### config.mk
export PLATFORM = sky130hd
export DESIGN_NAME = jpeg_mem_arbiter
export DESIGN_NICKNAME = d
export VERILOG_FILES = /design/src/rtl/jpeg_mem_arbiter.sv
export SDC_FILE = /design/constraint.sdc
export NUM_CORES = 1
export LEC_CHECK = 0
export ABC_AREA = 1
export CELL_PAD_IN_SITES_DETAIL_PLACEMENT = 2
export CELL_PAD_IN_SITES_GLOBAL_PLACEMENT = 2
export CORE_AREA = 4 4 151 109
export DETAILED_ROUTE_END_ITERATION = 12
export DIE_AREA = 0 0 155 113
export PLACE_DENSITY_LB_ADDON = 0.1
export SETUP_SLACK_MARGIN = 0.5
export SYNTH_ARGS = -nofsm -noshare
export SYNTH_HDL_FRONTEND = slang
export SYNTH_SLANG_ARGS = --single-unit
### constraint.sdc
create_clock -name clk -period 4.2 [get_ports clk]
set_clock_uncertainty 0.1 [all_clocks]
set_input_delay 0.84 -clock clk [delete_from_list [all_inputs] [get_ports clk]]
set_output_delay 0.84 -clock clk [all_outputs]
set_load 0.03 [all_outputs]
### src/rtl/jpeg_mem_arbiter.sv
// Round-robin arbiter sharing one 16-bit zero-latency Avalon-MM master between clients A and B.
// Optional macro ARB_STATS_EN adds per-client transfer/wait counters and a stat_clr input.
module jpeg_mem_arbiter #(
    parameter int HOLD = 4,
    parameter int AW   = 31
) (
    input  logic          clk,
    input  logic          rst,
    input  logic [AW-1:0] a_address,
    input  logic          a_read,
    input  logic          a_write,
    input  logic [15:0]   a_writedata,
    input  logic [1:0]    a_byteenable,
    output logic [15:0]   a_readdata,
    output logic          a_waitrequest,
    input  logic [AW-1:0] b_address,
    input  logic          b_read,
    input  logic          b_write,
    input  logic [15:0]   b_writedata,
    input  logic [1:0]    b_byteenable,
    output logic [15:0]   b_readdata,
    output logic          b_waitrequest,
`ifdef ARB_STATS_EN
    input  logic          stat_clr,
    output logic [31:0]   stat_a_xfers,
    output logic [31:0]   stat_b_xfers,
    output logic [31:0]   stat_a_wait,
    output logic [31:0]   stat_b_wait,
`endif
    output logic [AW-1:0] m_address,
    output logic          m_read,
    output logic          m_write,
    output logic [15:0]   m_writedata,
    output logic [1:0]    m_byteenable,
    input  logic [15:0]   m_readdata,
    input  logic          m_waitrequest
);
    localparam int CW = $clog2(HOLD + 1);
    localparam logic [CW:0]   HOLD_W = (CW+1)'(HOLD);
    localparam logic [CW-1:0] HOLD_C = CW'(HOLD);

    typedef enum logic [1:0] {IDLE = 2'd0, GNT_A = 2'd1, GNT_B = 2'd2} state_t;

    state_t        state_r, state_s;
    logic          last_r, last_s;       // 1'b0 = A granted last, 1'b1 = B
    logic [CW-1:0] hold_cnt_r, hold_cnt_s;
    logic [CW:0]   hold_inc_s;
    logic          req_a_s, req_b_s;

    assign req_a_s    = a_read | a_write;
    assign req_b_s    = b_read | b_write;
    assign hold_inc_s = {1'b0, hold_cnt_r} + {{CW{1'b0}}, 1'b1};
    assign a_readdata = m_readdata;
    assign b_readdata = m_readdata;

    // State, last-grantee and hold-window registers
    always_ff @(posedge clk or posedge rst) begin
        if (rst) begin
            state_r    <= IDLE;
            last_r     <= 1'b1;
            hold_cnt_r <= '0;
        end else begin
            state_r    <= state_s;
            last_r     <= last_s;
            hold_cnt_r <= hold_cnt_s;
        end
    end

    // Next-state arbitration: release, hold-window expiry, or stall
    always_comb begin
        state_s    = state_r;
        last_s     = last_r;
        hold_cnt_s = hold_cnt_r;
        case (state_r)
            IDLE: begin
                if (req_a_s && (!req_b_s || last_r)) begin
                    state_s = GNT_A; last_s = 1'b0; hold_cnt_s = '0;
                end else if (req_b_s) begin
                    state_s = GNT_B; last_s = 1'b1; hold_cnt_s = '0;
                end else begin
                    state_s = IDLE;
                end
            end
            GNT_A: begin
                if (!req_a_s) begin
                    hold_cnt_s = '0;
                    if (req_b_s) begin
                        state_s = GNT_B; last_s = 1'b1;
                    end else begin
                        state_s = IDLE;
                    end
                end else if (!m_waitrequest) begin
                    if (hold_inc_s >= HOLD_W && req_b_s) begin
                        state_s = GNT_B; last_s = 1'b1; hold_cnt_s = '0;
                    end else if (hold_inc_s >= HOLD_W) begin
                        hold_cnt_s = HOLD_C;
                    end else begin
                        hold_cnt_s = hold_inc_s[CW-1:0];
                    end
                end else begin
                    state_s = GNT_A;
                end
            end
            GNT_B: begin
                if (!req_b_s) begin
                    hold_cnt_s = '0;
                    if (req_a_s) begin
                        state_s = GNT_A; last_s = 1'b0;
                    end else begin
                        state_s = IDLE;
                    end
                end else if (!m_waitrequest) begin
                    if (hold_inc_s >= HOLD_W && req_a_s) begin
                        state_s = GNT_A; last_s = 1'b0; hold_cnt_s = '0;
                    end else if (hold_inc_s >= HOLD_W) begin
                        hold_cnt_s = HOLD_C;
                    end else begin
                        hold_cnt_s = hold_inc_s[CW-1:0];
                    end
                end else begin
                    state_s = GNT_B;
                end
            end
            default: begin
                state_s = IDLE; last_s = 1'b1; hold_cnt_s = '0;
            end
        endcase
    end

    // Master command mux and client stalls, driven straight from the grant state
    always_comb begin
        m_address     = '0;
        m_read        = 1'b0;
        m_write       = 1'b0;
        m_writedata   = 16'h0000;
        m_byteenable  = 2'b00;
        a_waitrequest = 1'b1;
        b_waitrequest = 1'b1;
        case (state_r)
            GNT_A: begin
                m_address     = a_address;
                m_read        = a_read;
                m_write       = a_write;
                m_writedata   = a_writedata;
                m_byteenable  = a_byteenable;
                a_waitrequest = m_waitrequest;
            end
            GNT_B: begin
                m_address     = b_address;
                m_read        = b_read;
                m_write       = b_write;
                m_writedata   = b_writedata;
                m_byteenable  = b_byteenable;
                b_waitrequest = m_waitrequest;
            end
            default: begin
                m_read  = 1'b0;
                m_write = 1'b0;
            end
        endcase
    end

`ifdef ARB_STATS_EN
    logic acc_a_s, acc_b_s;
    assign acc_a_s = (state_r == GNT_A) && req_a_s && !m_waitrequest;
    assign acc_b_s = (state_r == GNT_B) && req_b_s && !m_waitrequest;

    // Transfer and wait counters; clear beats a same-cycle increment
    always_ff @(posedge clk or posedge rst) begin
        if (rst) begin
            stat_a_xfers <= 32'd0;
            stat_b_xfers <= 32'd0;
            stat_a_wait  <= 32'd0;
            stat_b_wait  <= 32'd0;
        end else if (stat_clr) begin
            stat_a_xfers <= 32'd0;
            stat_b_xfers <= 32'd0;
            stat_a_wait  <= 32'd0;
            stat_b_wait  <= 32'd0;
        end else begin
            stat_a_xfers <= stat_a_xfers + {31'd0, acc_a_s};
            stat_b_xfers <= stat_b_xfers + {31'd0, acc_b_s};
            stat_a_wait  <= stat_a_wait + {31'd0, req_a_s & a_waitrequest};
            stat_b_wait  <= stat_b_wait + {31'd0, req_b_s & b_waitrequest};
        end
    end
`endif

endmodule

## Word level (Yosys, flattened, before mapping)

Index checks and enable logic that the tools add are counted.

| storage, ports and cells | value |
|---|---|
| bits in registers | 6 |
| input port bits | 121 |
| output and inout port bits | 85 |
| word-level logic and storage cells | 63 |

| operators by class | value |
|---|---|
| $add $sub $neg | 1 |
| order comparisons | 1 |
| equality and inequality tests | 10 |
| muxes and demuxes | 37 |
| bitwise gates (word level) | 2 |
| reduce and logical (&&, ||, !) cells | 9 |

Operators with widths:

| operator | count |
|---|---|
| one-hot mux 31 bit (2 select lines) | 1 |
| one-hot mux 16 bit (2 select lines) | 1 |
| two-way mux 3 bit | 9 |
| != test 3 bit, second input constant | 6 |
| two-way mux 2 bit | 8 |
| two-way mux 1 bit | 12 |
| one-hot mux 3 bit (3 select lines) | 1 |
| != test 4 bit, second input constant | 2 |
| one-hot mux 2 bit (3 select lines) | 1 |
| AND reduction 5 bit | 1 |
| adder 3 x 1 -> 4 bit, second input constant | 1 |
| >= comparator 4 x 3 -> 1 bit, second input constant | 1 |
| one-hot mux 1 bit (2 select lines) | 2 |
| one-hot mux 2 bit (2 select lines) | 1 |
| logical AND 1 bit | 3 |
| one-hot mux 1 bit (3 select lines) | 1 |
| AND reduction 3 bit | 1 |
| == test 2 x 1 -> 1 bit, second input constant | 1 |
| == test 2 bit, second input constant | 1 |
| logical NOT 2 bit | 1 |
| OR 1 bit | 2 |
| AND reduction 2 bit | 1 |
| logical NOT 1 bit | 1 |
| logical OR 1 bit | 1 |

## Longest topological paths before layout

Gate-level depths: netlist of run 1.

| depth | value |
|---|---|
| depth in word-level cells | 7 |
| gate-level depth with buffers | 11 |
| gate-level depth less buffers | 10 |

## Worst setup path after synthesis of run 1

OpenSTA, ideal clock, no wires.

| timing path | value |
|---|---|
| kind | reg2out |
| from | register state_r[0] |
| to | output port m_address[0] |
| data arrival time | 1592 ps |
| data required time | 3260 ps |
| slack | 1668 ps |
| cell stages (with the launch flop) | 6 |
| buffers on the path | 1 |
| cell sequence | dfrtp_1 > inv_1 > ha_1 > clkinv_1 > buf_1 > a21oi_1 |

| on the way | value |
|---|---|
| word-level cells in the longest chain between the ends | 2 |
| elaborated cells on any way between the ends | 3 |
| classes of those cells | 2 x eq/ne; 1 x mux |

Ends and longest elaborated chain:

| element | RTL line | text |
|---|---|---|
| start, declared | 44 | `state_t state_r, state_s;` |
| start signal, assigned | 63 | `state_r <= state_s;` |
| == test 2 bit / == test 2 x 1 -> 1 bit (equally long branches) | 139 | `case (state_r)` |
| one-hot mux 31 bit (2 select lines) * | 139 |  |
| end, declared | 30 | `output logic [AW-1:0] m_address,` |

Mark *: on every way between the ends. The rest lies on a longest branch, timed or not.

## Worst setup path after layout of run 1

| timing path | value |
|---|---|
| from | register state_r[0] |
| to | output port m_writedata[11] |

| on the way | value |
|---|---|
| word-level cells in the longest chain between the ends | 2 |
| elaborated cells on any way between the ends | 3 |
| classes of those cells | 2 x eq/ne; 1 x mux |

Ends and longest elaborated chain:

| element | RTL line | text |
|---|---|---|
| == test 2 bit / == test 2 x 1 -> 1 bit (equally long branches) | 139 |  |
| one-hot mux 16 bit (2 select lines) * | 139 |  |
| end, declared | 33 | `output logic [15:0] m_writedata,` |

Marks and branches as above.

==> qor.yml, run 1 <==
clock_tree:
  clkLatencyLatePin_ns: 0.23
  cts_num_sinks: 6
  cts_max_path_buffers: 2
  hold_buffers: 0
  root_buffer: "clkbuf_16"
  cts_tree: "built"
  clk_pin_slew_worst_paths_ns: 0.04
  numCtsBuffers: 3
  htree_levels: 1
place:
  placed_cells: 614
  placed_cell_area_mm2: 0.00319
  gp_congestion: 0.690
  portBuffers: 157
  hpwl_um: 7970
global_route:
  grt_pass1_vias: 2607
  grt.overflow.total: 0
  grt_start_max_net_pins: 49
  antenna_found_initial: 1
  grt_pass1_wl_um: 15000
  grt_use_total_pct: 10.7
finish:
  fin_nets: 545
  syn_to_final_growth_pct: 102
  fillers: 1790
  fin_cells: 618
  drive_gt1_share_pct: 7.42
  antenna_cells: 0
  finalInstanceArea_mm2: 0.00329
setup_path:
  start_kind: "flip-flop"
  crit_chain: "inv_1 -> ha_1 -> clkinv_1 -> buf_12 -> a21oi_1 -> clkdlybuf4s50_1"
  end_kind: "output port"
  cp_slowest_cell: "clkdlybuf4s50_1"
  max_stage_delay_ns: 0.72
  path_max_fanout: 48
  arrival_ns: 2.56
  crit_type: "reg2out"
  crit_required_ns: 3.26
sta:
  min_period_ns: 3.50
  grt_setup_unrepaired: "no"
  tightest_slew_ns: 0.393
  finalSetupViolCount: 0
  maxSlewHeadroom_pct: 73.7
  tns_ns: 0
  hold_viol_final: 0
  drv_slew: 0
  max_freq_mhz: 285
  min_period_over_period_pct: 83.4
floorplanning:
  initial_utilization_pct: 10.7
  die_h_um: 113
  core_area_mm2: 0.0152
  die_width_um: 155
  io_pins: 206
  die_area_mm2: 0.0175
  num_rows: 38
routing:
  drt-initial-drc-count: 46
  dr.pass1.iters: 2
  vias: 2344
  wl_per_cell_um: 15.9
  totalWireLength_um: 9800
  vias_per_cell: 3.79
  drc: 0
  ant_nets: 0
run_status:
  status: "finished clean"
min_path:
  holdCritPathClass: "reg2reg"
yosys:
  syn_area_per_cell_um2: 5.42
  netlist_instances: 301
  ys_seq_area_share_pct: 9.29
  synth-seq-cells: 6
  synth_cell_types: 25
  synth_nets: 427
  ys_warn_count: 0
  synth_area_mm2: 0.00163
power:
  peakVddDrop_mv: 0.250
  power_density_mw_per_mm2: 614
  p_leak_nw: 1.25
job:
  maxCapViolations: 0
## cell usage in the layout (no fill, tap or decap), drive strengths merged
cell / netlist / layout
clkdlybuf4s50: 0 / 157
nand2: 140 / 140
a21oi: 52 / 52
nand3: 18 / 18
inv: 16 / 16
nor2: 9 / 9
dfrtp: 5 / 5
ha: 5 / 5
buf: 46 / 5
clkbuf: 3 / 4
o21ai: 2 / 2
clkinv: 1 / 1
nand4: 1 / 1
or2: 1 / 1
and2: 1 / 1
dfstp: 1 / 1
## critical path, delay by kind of cell (launching register included)
family                   cells  cell delay, ns
AO/OA/AOI/OAI                1            0.23
adder cells (fa/ha/maj)      1            0.30
buffers and inverters        4            1.37
flip-flops                   1            0.42
## final cells by class
class                      count  area (um2)  share of cell area (%)
clock buffer                   4        78.8                    2.40
tap                          200         250                    7.61
inverter                      17        63.8                    1.94
timing repair buffer         162        1630                    49.7
multi-input combinational    229        1110                    33.7
sequential                     6         151                    4.61
## power by group
group          switching (mW)  internal, mW
sequential             0.0225        0.0814
combinational            1.10         0.653
clock                  0.0391         0.127
## metal layers
metal / track usage, % / vias up / share of wire, %
met5: 0 / - / 0.13
met4: 0.471 / 2 / 0.22
met3: 5.24 / 6 / 11
met2: 15.9 / 98 / 41
met1: 14.6 / 1088 / 48
li1: - / 1150 / -
## final timing paths
path / from / endpoint / slack, ns / cells after the start
max: state_r[0] / m_writedata[11] / 0.70 / 6
min: last_r / last_r / 0.40 / 2
max reg2reg: state_r[1] / state_r[0] / 2.17 / 10
min reg2reg: last_r / last_r / 0.40 / 2
max in group asynchronous: rst / last_r / 2.91 / 2
min in group asynchronous: rst / state_r[1] / 0.78 / 2
## timing repair
| action | CTS | global route |
|---|---|---|
| buffers inserted | 0 | 0 |
| gates resized for setup | 0 | 2 |
| setup endpoints to repair | 0 | 5 |
## cells by family (layout without fill, tap and decap cells)
kind of cell	Yosys count	after routing	share of synthesized area (%)
DFF	6	6	9.29
and+or+nand+nor	170	170	46.0
adders and majority gates	5	5	3.84
AOI/OAI and AO/OA	54	54	16.6
buffers and inverters	66	183	24.3
## flip-flops by register name, indices dropped and copies added (netlist names)
| signal | flops |
|---|---|
| hold_cnt_r | 3 |
| last_r | 1 |
| state_r | 2 |
## synth_stat cells
master / instances / area, um2
clkinv_1: 1 / 3.75
nand2_1: 131 / 492
nand2_2: 5 / 31.3
nor2_4: 1 / 11.3
inv_2: 3 / 11.3
nand3_1: 15 / 75.1
ha_1: 5 / 62.6
nand3_4: 1 / 17.5
buf_6: 2 / 22.5
clkbuf_1: 3 / 11.3
nand2_4: 4 / 45.0
nand4_1: 1 / 6.26
nor2_2: 3 / 18.8
inv_1: 13 / 48.8
o21ai_1: 2 / 10.0
buf_2: 10 / 50.1
dfstp_2: 1 / 26.3
nand3_2: 2 / 20.0
a21oi_1: 52 / 260
buf_4: 32 / 240
buf_1: 2 / 7.51
and2_1: 1 / 6.26
nor2_1: 5 / 18.8
dfrtp_1: 5 / 125
or2_4: 1 / 8.76
## per-stage QoR
step                      hold WS [ns]  setup slack (ns)  total power, mW  utilization, %
final                            0.400             0.695             2.02            21.7
after floorplan                  0.354              1.67             1.17               -
after detailed placement         0.391             0.737             1.89            21.0
after CTS                        0.398             0.600             2.07            21.5
after global placement           0.368             0.779             1.88            21.0
after global routing             0.427             0.523             2.20            21.7
Power figures use the tool's default switching activity.
==> inputs of run 2 (changes only) <==
--- a/config.mk
+++ b/config.mk
@@ -8,9 +8,9 @@
 export ABC_AREA = 1
 export CELL_PAD_IN_SITES_DETAIL_PLACEMENT = 2
 export CELL_PAD_IN_SITES_GLOBAL_PLACEMENT = 2
-export CORE_AREA = 4 4 151 109
+export CORE_AREA = 4 4 158 114
 export DETAILED_ROUTE_END_ITERATION = 12
-export DIE_AREA = 0 0 155 113
+export DIE_AREA = 0 0 162 118
 export PLACE_DENSITY_LB_ADDON = 0.1
 export SETUP_SLACK_MARGIN = 0.5
 export SYNTH_ARGS = -nofsm -noshare
==> constraint.sdc (replaced) <==
create_clock -name clk -period 3.1 [get_ports clk]
set_clock_uncertainty 0.1 [all_clocks]
set_input_delay 0.62 -clock clk [delete_from_list [all_inputs] [get_ports clk]]
set_output_delay 0.62 -clock clk [all_outputs]
set_load 0.03 [all_outputs]
==> qor.yml, run 2 (synthesis results as in run 1) <==
run_status:
  status: "finished clean"
clock_tree:
  hold_buffers: 0  # unchanged
  htree_levels: 1  # unchanged
  clkLatencyLatePin_ns: 0.23  # about the same
  cts_num_sinks: 6  # unchanged
  root_buffer: "clkbuf_16"
  cts_max_path_buffers: 2  # unchanged
  numCtsBuffers: 3  # unchanged
  clk_pin_slew_worst_paths_ns: 0.03  # about the same
  cts_tree: "built"
sta:
  max_freq_mhz: 394
  min_period_over_period_pct: 81.9
  finalSetupViolCount: 0  # unchanged
  tns_ns: 0  # unchanged
  drv_slew: 0  # unchanged
  hold_viol_final: 0  # unchanged
  tightest_slew_ns: 0.334  # -0.0587 ns
  min_period_ns: 2.54
  grt_setup_unrepaired: "yes"
  maxSlewHeadroom_pct: 77.8  # +4.1 points
routing:
  dr.pass1.iters: 4  # +2
  drt-initial-drc-count: 45  # -2.2%
  ant_nets: 0  # unchanged
  vias: 2392  # +2.0%
  totalWireLength_um: 10100  # +2.6%
  wl_per_cell_um: 15.4  # -3.0%
  vias_per_cell: 3.66  # -3.6%
  drc: 0  # unchanged
place:
  hpwl_um: 8080  # +1.4%
  portBuffers: 157  # unchanged
  gp_congestion: 0.701  # +1.6%
setup_path:
  start_kind: "flip-flop"
  reg2reg_depth: 11  # +1
  r2r_slack_ns: 1.10  # -1.07 ns
  arrival_ns: 1.82  # -0.74 ns
  crit_required_ns: 2.38  # -0.88 ns
  end_kind: "output port"
  crit_type: "reg2out"
  path_max_fanout: 38  # -21%
finish:
  antenna_cells: 0  # unchanged
  regMostFlops: "hold_cnt_r"
  drive_gt1_share_pct: 22.6  # +15 points
  final_common_cell: "nand2_1"
  final_core_util_pct: 20.4  # -1.3 points
  syn_to_final_growth_pct: 104
  reg.largest.list: "hold_cnt_r x3, state_r x2, last_r x1"
  layout_common_cells: "131 x nand2_1, 104 x clkdlybuf4s50_1, 50 x a21oi_1"
  fin_nets: 556  # +2.0%
  largest_register_ffs: 3  # unchanged
global_route:
  grt_start_max_net_pins: 39  # -20%
  antenna_found_initial: 0  # -1
  grt.overflow.total: 0  # unchanged
  grt_use_total_pct: 9.99  # -0.69 points
  grt_pass1_vias: 2693  # +3.3%
  grt_pass1_wl_um: 15400  # +2.7%
floorplanning:
  num_rows: 39  # +2.6%
  initial_utilization_pct: 10.0  # -0.75 points
  io_pins: 206  # unchanged
  die_width_um: 162  # +4.5%
  die_area_mm2: 0.0191  # +9.1%
  die_h_um: 118  # +4.4%
  core_area_mm2: 0.0163  # +7.5%
min_path:
  holdCritPathClass: "reg2reg"
  whs_path_depth: 2  # unchanged
power:
  power_density_mw_per_mm2: 842  # +37%
  peakVddDrop_mv: 0.398  # +59%
  p_leak_nw: 1.41  # +13%
job:
  maxCapViolations: 0  # unchanged
run 2: changes by cell type in the layout (fill, tap and decap cells not counted), sizes merged:
cell	before	now
clkbuf	4	5
dlygate4sd2	0	2
clkdlybuf4s15	0	1
clkdlybuf4s50	157	104
buf	5	65
run 2: path summary, 6_finish.rpt:
check	start	endpoint
worst min register to register	last_r	last_r
worst max register to register	state_r[1]	state_r[0]
max in group asynchronous	rst	last_r
worst max-delay path	state_r[0]	m_writedata[10]
min in group asynchronous	rst	hold_cnt_r[2]
worst min-delay path	last_r	last_r
run 2: report_power, final:
group	switching (mW)	leakage [nW]	total [mW]	internal, mW
Combinational	1.55	1.30	2.44	0.892
Sequential	0.0326	0.0744	0.145	0.113
Clock	0.0435	0.0382	0.214	0.171
run 2: area by class of cell:
class | instances | area (um2)
clock buffers | 4 | 78.8
fillers | 1965 | 13000
inverters | 17 | 63.8
multi-input cells | 229 | 1120
flip-flops and latches | 6 | 154
well taps | 225 | 282
repair buffers | 173 | 1620
run 2: through the flow:
| step | area, um2 | std cells | total power, mW | setup slack, ns | hold WS (ns) |
|---|---|---|---|---|---|
| floorplan | 1630 | 301 | 1.59 | 0.788 | 0.310 |
| global placement | 3180 | 643 | 2.56 | 0.358 | 0.382 |
| detailed placement | 3180 | 643 | 2.57 | 0.336 | 0.389 |
| CTS | 3340 | 648 | 2.86 | 0.500 | 0.426 |
| global route | 3320 | 654 | 3.07 | 0.411 | 0.446 |
| finish | 3320 | 654 | 2.80 | 0.561 | 0.415 |
run 2: worst max-delay path, cell delays in order, from the launching register on:
cell and delay (ns):
dfrtp_2 0.40, inv_1 0.10, ha_1 0.29, clkinv_1 0.11
buf_12 0.19, a21oi_1 0.14, clkdlybuf4s15_2 0.33
run 2: timing repair:
item,4_1_cts,5_1_grt
setup endpoints to repair,50,42
pin swaps,0,1
cloned,0,1
gates resized for setup,59,28
setup buffers,1,5
run 2: metal layers:
layer	wire, um	vias to the layer above	global-route usage (%)
met5	0	-	0
li1	-	1179	-
met2	4580	102	16.7
met4	36	0	1.11
met3	1110	4	4.66
met1	4340	1107	12.1
